[src/rtl/motor_drive_seq.sv]
// H-bridge drive sequencer: ramps the duty toward a selected speed, gates the PWM
// enables, and runs a stop / dead-time sequence before every reversal or stop.
//
// state | meaning
// IDLE  | motors off, duty held at 0, direction pins low
// DRIVE | direction pins driven, duty ramps toward the speed_sel target
// STOP  | direction pins still driven, duty ramps down to 0
// DEAD  | direction pins low for DEADTIME cycles (also the estop hold state)
module motor_drive_seq #(
   parameter int RAMP_DIV  = 390625,
   parameter int RAMP_STEP = 8,
   parameter int DEADTIME  = 1000000
) (
   input  logic       clk,
   input  logic       rst_n,
   input  logic       run_req,
   input  logic       dir_req,
   input  logic [2:0] speed_sel,
   input  logic       estop,
   output logic       en_a,
   output logic       en_b,
   output logic       in1,
   output logic       in2,
   output logic [7:0] duty,
   output logic [1:0] state_o,
   output logic       busy
);

   localparam logic [1:0] S_IDLE  = 2'd0;
   localparam logic [1:0] S_DRIVE = 2'd1;
   localparam logic [1:0] S_STOP  = 2'd2;
   localparam logic [1:0] S_DEAD  = 2'd3;

   localparam int PW = (RAMP_DIV > 1) ? $clog2(RAMP_DIV) : 1;
   localparam int DW = (DEADTIME > 1) ? $clog2(DEADTIME) : 1;
   localparam logic [PW-1:0] PRE_TC  = PW'(RAMP_DIV - 1);
   localparam logic [DW-1:0] DEAD_LD = DW'(DEADTIME - 1);
   localparam logic [8:0]    STEP9   = 9'(RAMP_STEP);
   localparam logic [7:0]    STEP8   = 8'(RAMP_STEP);
   localparam logic [7:0]    PWM_TC  = 8'd254;

   logic [1:0]    state;
   logic          dir_lat;
   logic [7:0]    duty_r;
   logic [PW-1:0] pre_cnt;
   logic [DW-1:0] dead_cnt;
   logic [7:0]    pwm_cnt;
   logic [7:0]    shadow;
   logic          en_r;

   logic          tick;
   logic [7:0]    sel_duty;
   logic [7:0]    target;
   logic [8:0]    sum9;
   logic [8:0]    lim9;
   logic [7:0]    duty_ramp;
   logic [7:0]    shadow_nxt;
   logic          drv;

   // Free-running ramp prescaler, cleared only by reset
   always_ff @(posedge clk or negedge rst_n) begin
      if (!rst_n) begin
         pre_cnt <= '0;
      end else if (pre_cnt == PRE_TC) begin
         pre_cnt <= '0;
      end else begin
         pre_cnt <= pre_cnt + PW'(1);
      end
   end

   assign tick = (pre_cnt == PRE_TC);

   always_comb begin
      sel_duty = 8'd0;
      case (speed_sel)
         3'd0:    sel_duty = 8'd0;
         3'd1:    sel_duty = 8'd40;
         3'd2:    sel_duty = 8'd80;
         3'd3:    sel_duty = 8'd120;
         3'd4:    sel_duty = 8'd160;
         3'd5:    sel_duty = 8'd200;
         3'd6:    sel_duty = 8'd240;
         default: sel_duty = 8'd255;
      endcase
   end

   assign target = (state == S_DRIVE) ? sel_duty : 8'd0;

   // One ramp step toward target, clamped so it never crosses the target
   always_comb begin
      sum9      = {1'b0, duty_r} + STEP9;
      lim9      = {1'b0, target} + STEP9;
      duty_ramp = duty_r;
      if (duty_r < target) begin
         duty_ramp = (sum9 > {1'b0, target}) ? target : sum9[7:0];
      end else if (duty_r > target) begin
         duty_ramp = ({1'b0, duty_r} < lim9) ? target : (duty_r - STEP8);
      end
   end

   always_ff @(posedge clk or negedge rst_n) begin
      if (!rst_n) begin
         state    <= S_IDLE;
         dir_lat  <= 1'b0;
         duty_r   <= 8'd0;
         dead_cnt <= '0;
      end else if (estop) begin
         state    <= S_DEAD;
         dead_cnt <= DEAD_LD;
         duty_r   <= 8'd0;
      end else begin
         case (state)
            S_IDLE: begin
               duty_r <= 8'd0;
               if (run_req) begin
                  dir_lat <= dir_req;
                  state   <= S_DRIVE;
               end
            end
            S_DRIVE: begin
               if (tick) begin
                  duty_r <= duty_ramp;
               end
               if (!run_req || (dir_req != dir_lat)) begin
                  state <= S_STOP;
               end
            end
            S_STOP: begin
               if (duty_r == 8'd0) begin
                  state    <= S_DEAD;
                  dead_cnt <= DEAD_LD;
               end else if (tick) begin
                  duty_r <= duty_ramp;
               end
            end
            default: begin
               if (dead_cnt == '0) begin
                  if (run_req) begin
                     dir_lat <= dir_req;
                     state   <= S_DRIVE;
                  end else begin
                     state <= S_IDLE;
                  end
               end else begin
                  dead_cnt <= dead_cnt - DW'(1);
               end
            end
         endcase
      end
   end

   // The compare uses the value the shadow takes this cycle, so each 255-cycle
   // period holds exactly `shadow` high cycles.
   assign shadow_nxt = estop ? 8'd0 : ((pwm_cnt == 8'd0) ? duty_r : shadow);

   always_ff @(posedge clk or negedge rst_n) begin
      if (!rst_n) begin
         pwm_cnt <= 8'd0;
         shadow  <= 8'd0;
         en_r    <= 1'b0;
      end else begin
         pwm_cnt <= (pwm_cnt == PWM_TC) ? 8'd0 : (pwm_cnt + 8'd1);
         shadow  <= shadow_nxt;
         en_r    <= (pwm_cnt < shadow_nxt);
      end
   end

   assign drv     = (state == S_DRIVE) || (state == S_STOP);
   assign en_a    = en_r & drv;
   assign en_b    = en_r & drv;
   assign in1     = drv & ~dir_lat;
   assign in2     = drv & dir_lat;
   assign duty    = duty_r;
   assign state_o = state;
   assign busy    = (state != S_IDLE);

endmodule

[config.mk]
export PLATFORM = sky130hd
export DESIGN_NAME = motor_drive_seq
export DESIGN_NICKNAME = d
export VERILOG_FILES = /design/src/rtl/motor_drive_seq.sv
export SDC_FILE = /design/constraint.sdc
export NUM_CORES = 1
export LEC_CHECK = 0
export ABC_AREA = 1
export BUFFER_PORTS_ARGS = -buffer_cell sky130_fd_sc_hd__buf_2
export CORE_MARGIN = 4
export CORE_UTILIZATION = 65
export DETAILED_ROUTE_END_ITERATION = 8
export GPL_TIMING_DRIVEN = 1
export PLACE_DENSITY = 0.84
export SETUP_SLACK_MARGIN = 0.4
export SLEW_MARGIN = 20
export SYNTH_ARGS = -nofsm -noshare
export SYNTH_HDL_FRONTEND = slang
export SYNTH_SLANG_ARGS = --single-unit
[constraint.sdc]
create_clock -name clk -period 6.8 [get_ports clk]
set_clock_uncertainty 0.1 [all_clocks]
set_input_delay 1.02 -clock clk [delete_from_list [all_inputs] [get_ports clk]]
set_output_delay 1.02 -clock clk [all_outputs]
set_load 0.02 [all_outputs]
=== Yosys cells after proc, flatten, opt, wreduce, memory -nomap -nowiden ===
Index checks and enable logic that the tools add are counted.

* Flip-flop bits (word level): 67
* Input bits: 8
* Output and inout bits: 15
* Word-level logic and storage cells: 88

* $add $sub $neg: 6
* Magnitude comparators: 5
* Equal/unequal tests: 17
* Muxes and demuxes: 28
* Bitwise logic cells: 6
* Reduce and logical (&&, ||, !) cells: 18

{| class="wikitable"
|+ Operators with widths
! operator !! count
|-
| 8-bit two-way mux || 11
|-
| 20-bit two-way mux || 3
|-
| 8-bit one-hot mux with 7 select lines || 1
|-
| 20-bit one-hot mux with 2 select lines || 1
|-
| 8-bit one-hot mux with 3 select lines || 1
|-
| 20-bit zero test || 1
|-
| 20-bit by 1-bit subtractor with 20-bit output (second input constant) || 1
|-
| 19-bit by 1-bit adder with 19-bit output (second input constant) || 1
|-
| 19-bit == test (second input constant) || 1
|-
| 19-bit two-way mux || 1
|-
| 8-bit by 4-bit adder with 9-bit output (second input constant) || 2
|-
| 8-bit zero test || 2
|-
| 8-bit < comparator || 2
|-
| 3-bit inequality test (second input constant) || 4
|-
| 2-bit two-way mux || 5
|-
| 3-bit == test (second input constant) || 3
|-
| 9-bit by 8-bit greater-than comparator with 1-bit output || 1
|-
| 8-bit by 9-bit < comparator with 1-bit output || 1
|-
| 8-bit by 1-bit adder with 8-bit output (second input constant) || 1
|-
| 8-bit == test (second input constant) || 1
|-
| 8-bit greater-than comparator || 1
|-
| 8-bit by 4-bit subtractor with 8-bit output (second input constant) || 1
|-
| 3-bit by 2-bit == test with 1-bit output (second input constant) || 2
|-
| 2-bit one-hot mux with 3 select lines || 1
|-
| other kinds (21) || 31
|}

=== Longest topological paths before layout ===
Gate-level depths: netlist (run 1).

* Word-level depth: 12
* Gate-level depth with buffers: 19
* Mapped depth without buffers: 19

=== Least setup slack after synthesis (run 1) ===
OpenSTA, ideal clock, no wires.

* Kind: in2reg
* Start point: in speed_sel[0]
* End point: reg duty_r[1], in the netlist duty[1]
* Setup time: 118 ps
* Arrival: 2905 ps
* Required time: 6582 ps
* Path slack: 3677 ps
* Stages: 17
* Path buffers: 0
* Cell sequence: nand2_1 -> inv_1 -> o21ai_0 -> inv_1 -> nand3_1 -> xor2_1 -> ha_1 -> nand3_1 -> nand2_1 -> nor2_4 -> nand2_2 -> nand2_1 -> nand2_1 -> nand2_1 -> nand2_1 -> nand2_1 -> nand2_1

* Word-level cells in the longest chain between the ends: 12
* Elaborated cells between the ends (all ways): 22
* Those cells by class: 1 x add/sub; 4 x order compare; 6 x eq/ne; 10 x mux; 1 x reduce/logical

{| class="wikitable"
|+ RTL lines
! element !! line !! text
|-
| start: declaration || 18 || <nowiki>input logic [2:0] speed_sel,</nowiki>
|-
| 3-bit == test (tied with other cells) || 75 || <nowiki>case (speed_sel)</nowiki>
|-
| 8-bit one-hot mux with 7 select lines (*) || 75 ||
|-
| 8-bit two-way mux (*) || 87 || <nowiki>assign target = (state == S_DRIVE) ? sel_duty : 8'd0;</nowiki>
|-
| 8-bit by 4-bit adder with 9-bit output || 92 || <nowiki>lim9 = {1'b0, target} + STEP9;</nowiki>
|-
| 8-bit by 9-bit < comparator with 1-bit output || 97 || <nowiki>duty_ramp = ({1'b0, duty_r} < lim9) ? target : (duty_r - STEP8);</nowiki>
|-
| 8-bit two-way mux || 97 ||
|-
| 8-bit two-way mux || 96 || <nowiki>end else if (duty_r > target) begin</nowiki>
|-
| 8-bit two-way mux (*) || 94 || <nowiki>if (duty_r < target) begin</nowiki>
|-
| 8-bit two-way mux (*) || 121, 132 ||
|-
| 8-bit two-way mux || 129 || <nowiki>if (duty_r == 8'd0) begin</nowiki>
|-
| 8-bit one-hot mux with 3 select lines (*) || 112 || <nowiki>case (state)</nowiki>
|-
| 8-bit two-way mux (*) || 107 || <nowiki>end else if (estop) begin</nowiki>
|-
| end signal: assignment || 122 || <nowiki>duty_r <= duty_ramp;</nowiki>
|-
| end signal: assignment || 133 || <nowiki>duty_r <= duty_ramp;</nowiki>
|-
| end: declaration || 44 || <nowiki>logic [7:0] duty_r;</nowiki>
|}

Mark *: on every way between the ends. The rest lies on a longest branch, timed or not. The select of a mux whose other input is x is not followed.
A chain may end at the register's enable or synchronous reset.

=== Final worst setup path (run 1) ===
* Start point: reg state[1], in the netlist state_o[1]
* End point: reg duty_r[3], in the netlist duty[3]

* Word-level cells in the longest chain between the ends: 11
* Elaborated cells between the ends (all ways): 20
* Those cells by class: 1 x add/sub; 4 x order compare; 3 x eq/ne; 9 x mux; 3 x reduce/logical

{| class="wikitable"
|+ RTL lines
! element !! line !! text
|-
| start: declaration || 42 || <nowiki>logic [1:0] state;</nowiki>
|-
| start signal: assignment || 103 || <nowiki>state <= S_IDLE;</nowiki>
|-
| start signal: assignment || 108 || <nowiki>state <= S_DEAD;</nowiki>
|-
| start signal: assignment || 117 || <nowiki>state <= S_DRIVE;</nowiki>
|-
| 2-bit by 1-bit == test with 1-bit output || 87, 112 ||
|-
| 8-bit two-way mux || 87 ||
|-
| 8-bit by 4-bit adder with 9-bit output || 92 ||
|-
| 8-bit by 9-bit < comparator with 1-bit output || 97 ||
|-
| 8-bit two-way mux || 97 ||
|-
| 8-bit two-way mux || 96 ||
|-
| 8-bit two-way mux || 94 ||
|-
| 8-bit two-way mux || 121, 132 ||
|-
| 8-bit two-way mux || 129 ||
|-
| 8-bit one-hot mux with 3 select lines || 112 ||
|-
| 8-bit two-way mux || 107 ||
|}

Several ways; a longest one is shown, not always the timed one. The select of a mux whose other input is x is not followed.

==> impl_results.md, run 1 <==
- Clock transition at path regs: around 0.070 ns
- Synth cell count leaders: 140 x nand2_1, 105 x inv_1, 83 x nor2_1, 70 x nand3_1, 65 x dfrtp_1
- Status: complete, no violations
- Via-to-Cell Ratio: 5.49
- Fraction of power consumed by combinational cells: 38.2%
- YS warnings: 0
- Drt initial violations: 225
- Static Leakage: roughly 2.7 nW
- Async set-reset flop share out of synthesis: 100%
- Flop pwr share: between 30% and 40%
- Total grt overflow: 0
- Final net count: 727
- CTS tree: yes
- Share of layout cells above drive strength 1: 9.32%
- Num CTS Buffers: 9
- Largest net degree at the start of global routing: 66
- Place WS: 3.18 ns
- Most frequent cell after synthesis: nand2_1
- Via count: 4,302
- Hold Vio Cnt, Final: 0
- Tcrit/Tclk final: between 50% and 60%
- Min-delay worst type: flip-flop to flip-flop
- Die area: 8770 um2
- Clock sink count: 65
- Final setup TNS: 0 ns
- Die Ht: 93.7 um
- Power Density: 260 nW/um2
- Placed inst area: 4920 um2
- Total core area: 6940 um2
- Initial antenna violation count: 0
- Sw frac: 41.4%
- Slew HR: between 40% and 50%
- Worst hold endpoint: pwm_cnt[0]$_DFF_PN0_
- Register area share after synthesis: between 30% and 40%
- Ranking of synthesized cells by area: dfrtp_1 34%, nand2_1 11%, ha_1 9.7%
- Hold_sp: pwm_cnt[0]$_DFF_PN0_
- Cell row count: 30
- GP Congestion: 0.920
- First-pass GRT wire length: 18,200 um
- Synth cell types: 42
- Hold buffers post-CTS: 0
- Reg-to-reg slack, setup: 3.40 ns
- PostCTS Resize Cnt: 0
- Dominant synthesized flop cell: dfrtp_1
- Syn nets: around 700
- FF-to-FF End: duty[3]$_DFFE_PN0P_
- Design area: 5160 um2
- Critical path capture point type: flip-flop
- Top Ports: 23
- Placed cell count: 767
- Final Non-Filler Cells: 783
- Final setup fails: 0
- WP data required: 6.93 ns
- Post-layout util: 74.3%
- Setup Fix Bufs, Post-CTS: 0
- RSZ-0062 raised after global routing: false
- Avg WL per Cell: 13.6 um
- Max cap viols: 0
- Skew-Pair Late Insertion Delay: 0.35 ns
- Final WL: 10,700 um
- R2R depth: 18
- Area Overhead vs Synth: 8.11%
- Crit path DAT: approximately 3.5 ns
- Post-synth EDFFs: 0
- Post-Syn Area: around 4800 um2
- Post-layout min period: 3.40 ns
- Clock Power Share: 28.8%
- DRT Pass-1 Iters: 5
- Post-route ant nets: 0
- Worst R2R Start: state_o[1]$_DFFE_PN0P_
- Post-synthesis register bit count: 65
- Startpoint types: flip-flop
- Internal Power: roughly 0.79 mW
- Antenna diodes: 0
- Starting Density: 68.7%
- Total Routing Usage GR: roughly a quarter
- Slew @ Worst Pin: between 0.8 and 0.9 ns
- Hold Crit Depth: 1
- Post-route DRC: 0
- Number of global-route vias before repair: 4,124
- Crit Path Category: flip-flop to flip-flop
- Port bufs: 22
- Fmax achieved: 0.294 GHz
- Max-slew violation count: 0
- Longest Clk Path Bufs: 2
- Yosys top cell area share: 34.1%
- Mapped Cells: 660
- CTS Root Buffer Type: clkbuf_8
- Sw power: roughly 0.56 mW
- Post-synth top area cell: dfrtp_1
- Peak supply drop: between 0.2 and 0.25 mV
- Syn_area_per_cell: 7.23 um2
- Htree depth: 3
- Final HPWL DP: 7930 um
- Die Wd: 93.7 um
- Crit path max fanout: 7
- Setup WS post-layout: 3.40 ns
cell type report:
type	count	area [um2]
Clock inverter	6	97.6
Fill cell	550	1790
Clock buffer	10	138
Tap cell	96	120
Inverter	106	398
Timing Repair Buffer	23	118
Multi-Input combinational cell	477	2660
Sequential cell	65	1630
power groups by stage:
| stage | clock network [mW] | logic (mW) | registers [mW] |
|---|---|---|---|
| floorplan | 0 | 0.382 | 0.448 |
| global placement | 0 | 0.490 | 0.447 |
| detailed placement | 0 | 0.503 | 0.450 |
| CTS | 0.389 | 0.507 | 0.442 |
| global route | 0.407 | 0.574 | 0.447 |
| finish | 0.387 | 0.513 | 0.443 |
per-stage QoR:
stage / total power, mW / hold slack, ns
after CTS: 1.34 / 0.389
after floorplan: 0.830 / 0.354
after global routing: 1.43 / 0.421
final: 1.34 / 0.391
after global placement: 0.936 / 0.373
after detailed placement: 0.952 / 0.379
cells by family after synthesis:
logic type / Yosys count / share of synthesized area (%)
adders and majority gates: 37 / 9.71
DFF: 65 / 34.1
buffers and inverters: 118 / 10.2
AOI/OAI and AO/OA: 64 / 7.35
and+or+nand+nor: 356 / 35.0
xor gates and xnor gates: 20 / 3.67
cells in the final DEF (no fill, tap or decap), types with 3 or more instances in the layout:
cell type  instances
xor2_1            15
nor2_2             3
nand3b_1           4
ha_1              37
clkbuf_8          10
nor2_1            83
a21oi_1           24
nor3_2             4
nand3_1           70
inv_1            105
o21ai_1           10
dfrtp_1           65
o21ai_0           20
xnor2_1            5
nor3_1            18
nand2_1          140
nand4_1           11
buf_2             22
flip-flops by register name, indices dropped and copies added (netlist names):
| name | count |
|---|---|
| shadow | 8 |
| pwm_cnt | 8 |
| dead_cnt | 20 |
| en_r | 1 |
| dir_lat | 1 |
| duty | 6 |
| state_o | 2 |
| pre_cnt | 19 |
metal layers:
| metal | GRT usage, % | part of all wire [%] |
|---|---|---|
| met5 | 0 | 0 |
| met4 | 6.74 | 1.3 |
| met3 | 4.97 | 4.4 |
| met2 | 43.8 | 48 |
| met1 | 33.5 | 46 |
worst max-delay path by stage:
stage                           startpoint                  end  slack, ns  depth (start not counted)
global route        state_o[1]$_DFFE_PN0P_  duty[1]$_DFFE_PN0P_       3.08                         19
CTS                 state_o[1]$_DFFE_PN0P_  duty[1]$_DFFE_PN0P_       3.44                         19
global placement              speed_sel[0]  duty[1]$_DFFE_PN0P_       3.26                         18
detailed placement            speed_sel[0]  duty[3]$_DFFE_PN0P_       3.18                         17
finish              state_o[1]$_DFFE_PN0P_  duty[3]$_DFFE_PN0P_       3.40                         18
floorplan                     speed_sel[0]  duty[1]$_DFFE_PN0P_       3.68                         17
critical path, stage by stage (launching register included):
cell     delay (ns)
dfrtp_1        0.43
inv_1          0.09
ha_1           0.31
nand2_1        0.23
inv_1          0.10
o21ai_0        0.46
inv_1          0.17
nand3_1        0.12
xor2_1         0.07
ha_1           0.31
inv_1          0.04
nor2_1         0.09
nand4_1        0.20
nand2_2        0.18
nand2_1        0.10
nand2_1        0.11
nand2_1        0.05
nand3_1        0.07
nand2_1        0.05
No activity file was read; power rests on OpenSTA's default activity.
==> inputs of run 2 (changes only) <==
--- a/config.mk
+++ b/config.mk
@@ -5,13 +5,13 @@
 export SDC_FILE = /design/constraint.sdc
 export NUM_CORES = 1
 export LEC_CHECK = 0
-export ABC_AREA = 1
+export ABC_AREA = 0
 export BUFFER_PORTS_ARGS = -buffer_cell sky130_fd_sc_hd__buf_2
 export CORE_MARGIN = 4
-export CORE_UTILIZATION = 65
+export CORE_UTILIZATION = 56
 export DETAILED_ROUTE_END_ITERATION = 8
 export GPL_TIMING_DRIVEN = 1
-export PLACE_DENSITY = 0.84
+export PLACE_DENSITY = 0.77
 export SETUP_SLACK_MARGIN = 0.4
 export SLEW_MARGIN = 20
 export SYNTH_ARGS = -nofsm -noshare
==> constraint.sdc (replaced) <==
create_clock -name clk -period 2.9 [get_ports clk]
set_clock_uncertainty 0.1 [all_clocks]
set_input_delay 0.435 -clock clk [delete_from_list [all_inputs] [get_ports clk]]
set_output_delay 0.435 -clock clk [all_outputs]
set_load 0.02 [all_outputs]
==> impl_results.md, run 2 <==
- Sw power: 0.520 mW
- DRT Pass-1 Iters: 5
- Most frequent cells in the layout: 60 x dfrtp_1, 50 x nor2_1, 37 x buf_4
- Area Overhead vs Synth: 24.3%
- Slew @ Worst Pin: approximately 0.63 ns
- Die Ht: 95.7 um
- Setup crit end: duty[6]$_DFFE_PN0P_
- GR Util met2: 40.9%
- # fillers: 523
- Dominant synthesized flop cell: dfrtp_1
- Clock transition at path regs: 0.08 ns
- Via count: approximately 3,800
- Via-to-Cell Ratio: between 5 and 6
- Die area: 9170 um2
- Synth cell types: 62
- Final WL: 10,900 um
- Final net count: 582
- Status: complete, no violations
- Slew HR: 58.1%
- Yosys top cell area share: 37.7%
- Max-slew violation count: 0
- Drt initial violations: 194
- Antenna diodes: 0
- Flop pwr share: a little under half
- Initial antenna violation count: 0
- CTS tree: yes
- Sw frac: roughly a quarter
- Post-Syn Area: 4310 um2
- Syn nets: 523
- Startpoint types: flip-flop
- Tcrit/Tclk final: 97.5%
- Synth cell count leaders: 65 x dfrtp_1, 53 x nor2_1, 37 x ha_1, 34 x inv_1, 34 x nand2_1
- Register area share after synthesis: about 38%
- Final Non-Filler Cells: around 640
- Worst R2R Start: state_o[1]$_DFFE_PN0P_
- Fraction of power consumed by combinational cells: 8.7%
- Mapped Cells: around 480
- Reg with most FFs: dead_cnt
- Cell row count: 31
- Fmax achieved: 0.354 GHz
- Num CTS Buffers: 9
- Total core area: between 7000 and 8000 um2
- Clock Power Share: between 40 and 50%
- First-pass GRT wire length: about 18,000 um
- Post-route ant nets: 0
- Max FFs per register: 20
- Static Leakage: 2.43 nW
- Top Ports: 23
- Skew-Pair Late Insertion Delay: 0.35 ns
- Peak supply drop: between 0.2 and 0.3 mV
- Longest Clk Path Bufs: 2
- GP Congestion: 1.04
- Met1 usage: 33.5%
- Clock sink count: 65
- Ranking of synthesized cells by area: dfrtp_1 38%, ha_1 11%, xnor2_1 4.7%
- Most frequent cell after synthesis: dfrtp_1
- Post-synth top area cell: dfrtp_1
- Largest net degree at the start of global routing: 29
- Commonest non-fill, non-tap cell in the layout: dfrtp_1
- Placed cell count: ~600
- Critical path capture point type: flip-flop
- Power Density: slightly below 400 nW/um2
- Port bufs: 22
- Crit Path Category: flip-flop to flip-flop
- Hold Slack: 0.00162 ns
- Starting Density: 58.5%
- Hold buffers post-CTS: 0
- Die Wd: 95.7 um
- Max cap viols: 0
- Async set-reset flop share out of synthesis: 100%
- CP startpoint: state_o[1]$_DFFE_PN0P_
- Min-delay worst type: input pin to asynchronous set/reset pin
- Post-route DRC: 0
- YS warnings: 0
- Post-layout min period: 2.83 ns
- Avg WL per Cell: 16.9 um
- Final setup fails: 0
- RSZ-0062 raised after global routing: true
- Hold Vio Cnt, Final: 0
- Register area: 1630 um2
- Internal Power: ~1.6 mW
- Post-synth EDFFs: 0
- Total grt overflow: 0
- Htree depth: 3
- Multi-input gate area: between 2000 and 3000 um2
- Number of global-route vias before repair: 3,761
- Met3 global-route usage: 3.52%
- Total Routing Usage GR: about a quarter
- Biggest regs: dead_cnt (20), pre_cnt (19)
- Crit path DAT: 3.02 ns
- FF-to-FF End: duty[6]$_DFFE_PN0P_
- Share of layout cells above drive strength 1: between 20% and 30%
- Syn_area_per_cell: between 9 and 10 um2
- R2R depth: 15
- Post-synthesis register bit count: 65
- WP data required: 3.09 ns
- Global routing's busiest layer: met2
- CTS Root Buffer Type: clkbuf_8
- Crit path max fanout: 7
- Final HPWL DP: ~7100 um
- Reg-to-reg slack, setup: 0.07 ns
run 2: cell count changes in the layout (fill, tap and decap cells not counted), sizes merged, moves of 7 or more:
cell | before | now
xnor2 | 5 | 23
nand2 | 145 | 35
buf | 23 | 61
nand4 | 13 | 6
nor2b | 0 | 7
nor2 | 88 | 53
nand3 | 72 | 25
or3 | 0 | 9
inv | 108 | 35
run 2: power by group through the flow:
stage	logic [mW]	clock network, mW	registers [mW]
floorplan	0.110	0	0.961
global placement	0.170	0	0.963
detailed placement	0.173	0	0.963
CTS	0.180	0.968	0.943
global route	0.206	1.02	0.946
finish	0.182	0.957	0.944
run 2: kinds of logic after synthesis:
| group | count (synthesis) | share of synthesized area, % |
|---|---|---|
| and+or+nand+nor | 191 | 23.2 |
| adders and majority gates | 37 | 10.7 |
| AOI/OAI and AO/OA | 98 | 15.4 |
| buffers and inverters | 47 | 4.62 |
| muxes | 6 | 1.42 |
| xor gates and xnor gates | 34 | 6.91 |
| DFF | 65 | 37.7 |
run 2: layer usage:
layer  part of all wire [%]  wire length, um
met5                      0                0
met4                    2.0              216
met3                    6.3              689
met2                     48             5240
met1                     43             4700
run 2: stage by stage:
stage	util (%)	power [mW]	area, um2	setup slack (ns)	setup TNS [ns]
finish	72.7	2.08	5360	0.0727	0
global route	72.7	2.17	5360	0.00915	0
CTS	70.2	2.09	5170	0.266	0
detailed placement	64.0	1.14	4720	-0.0110	-0.0110
global placement	64.0	1.13	4720	0.0865	0
floorplan	-	1.07	4430	0.169	0
run 2: worst min path at each step:
stage | from | to | slack, ns | cells past startpoint
2_1_floorplan | rst_n | dead_cnt[0]$_DFFE_PN0P_ | 0.04 | 0
3_3_place_gp | rst_n | dead_cnt[5]$_DFFE_PN0P_ | 0.38 | 1
3_5_place_dp | rst_n | dead_cnt[5]$_DFFE_PN0P_ | 0.39 | 1
4_1_cts | rst_n | dead_cnt[5]$_DFFE_PN0P_ | 0.01 | 1
5_1_grt | rst_n | dead_cnt[6]$_DFFE_PN0P_ | 0.05 | 1
6_report | rst_n | dead_cnt[3]$_DFFE_PN0P_ | 0.002 | 1
run 2: repair_timing:
item,4_1_cts,5_1_grt
setup endpoints to repair,10,18
gates cloned,0,0
resized for setup,18,29
setup buffers,16,5
pin swaps,18,18
run 2: layout make-up:
| type | instances | area share (%) |
|---|---|---|
| multi-input combinational | 366 | 52.5 |
| sequential | 65 | 30.5 |
| timing repair buffer | 61 | 7.66 |
| inverter | 34 | 2.52 |
| clock buffer | 10 | 2.38 |
| tap | 99 | 2.31 |
| clock inverter | 6 | 2.15 |
run 2: critical path, cell delays in order (launching register included):
cell	delay, ns
dfrtp_2	0.42
inv_2	0.08
ha_4	0.21
nand2_4	0.09
inv_6	0.09
a21oi_4	0.08
buf_4	0.15
a21o_1	0.16
ha_1	0.27
o21ai_1	0.11
a31oi_1	0.06
o211ai_1	0.33
buf_4	0.21
nor2_4	0.04
a211oi_2	0.21
a22o_1	0.15
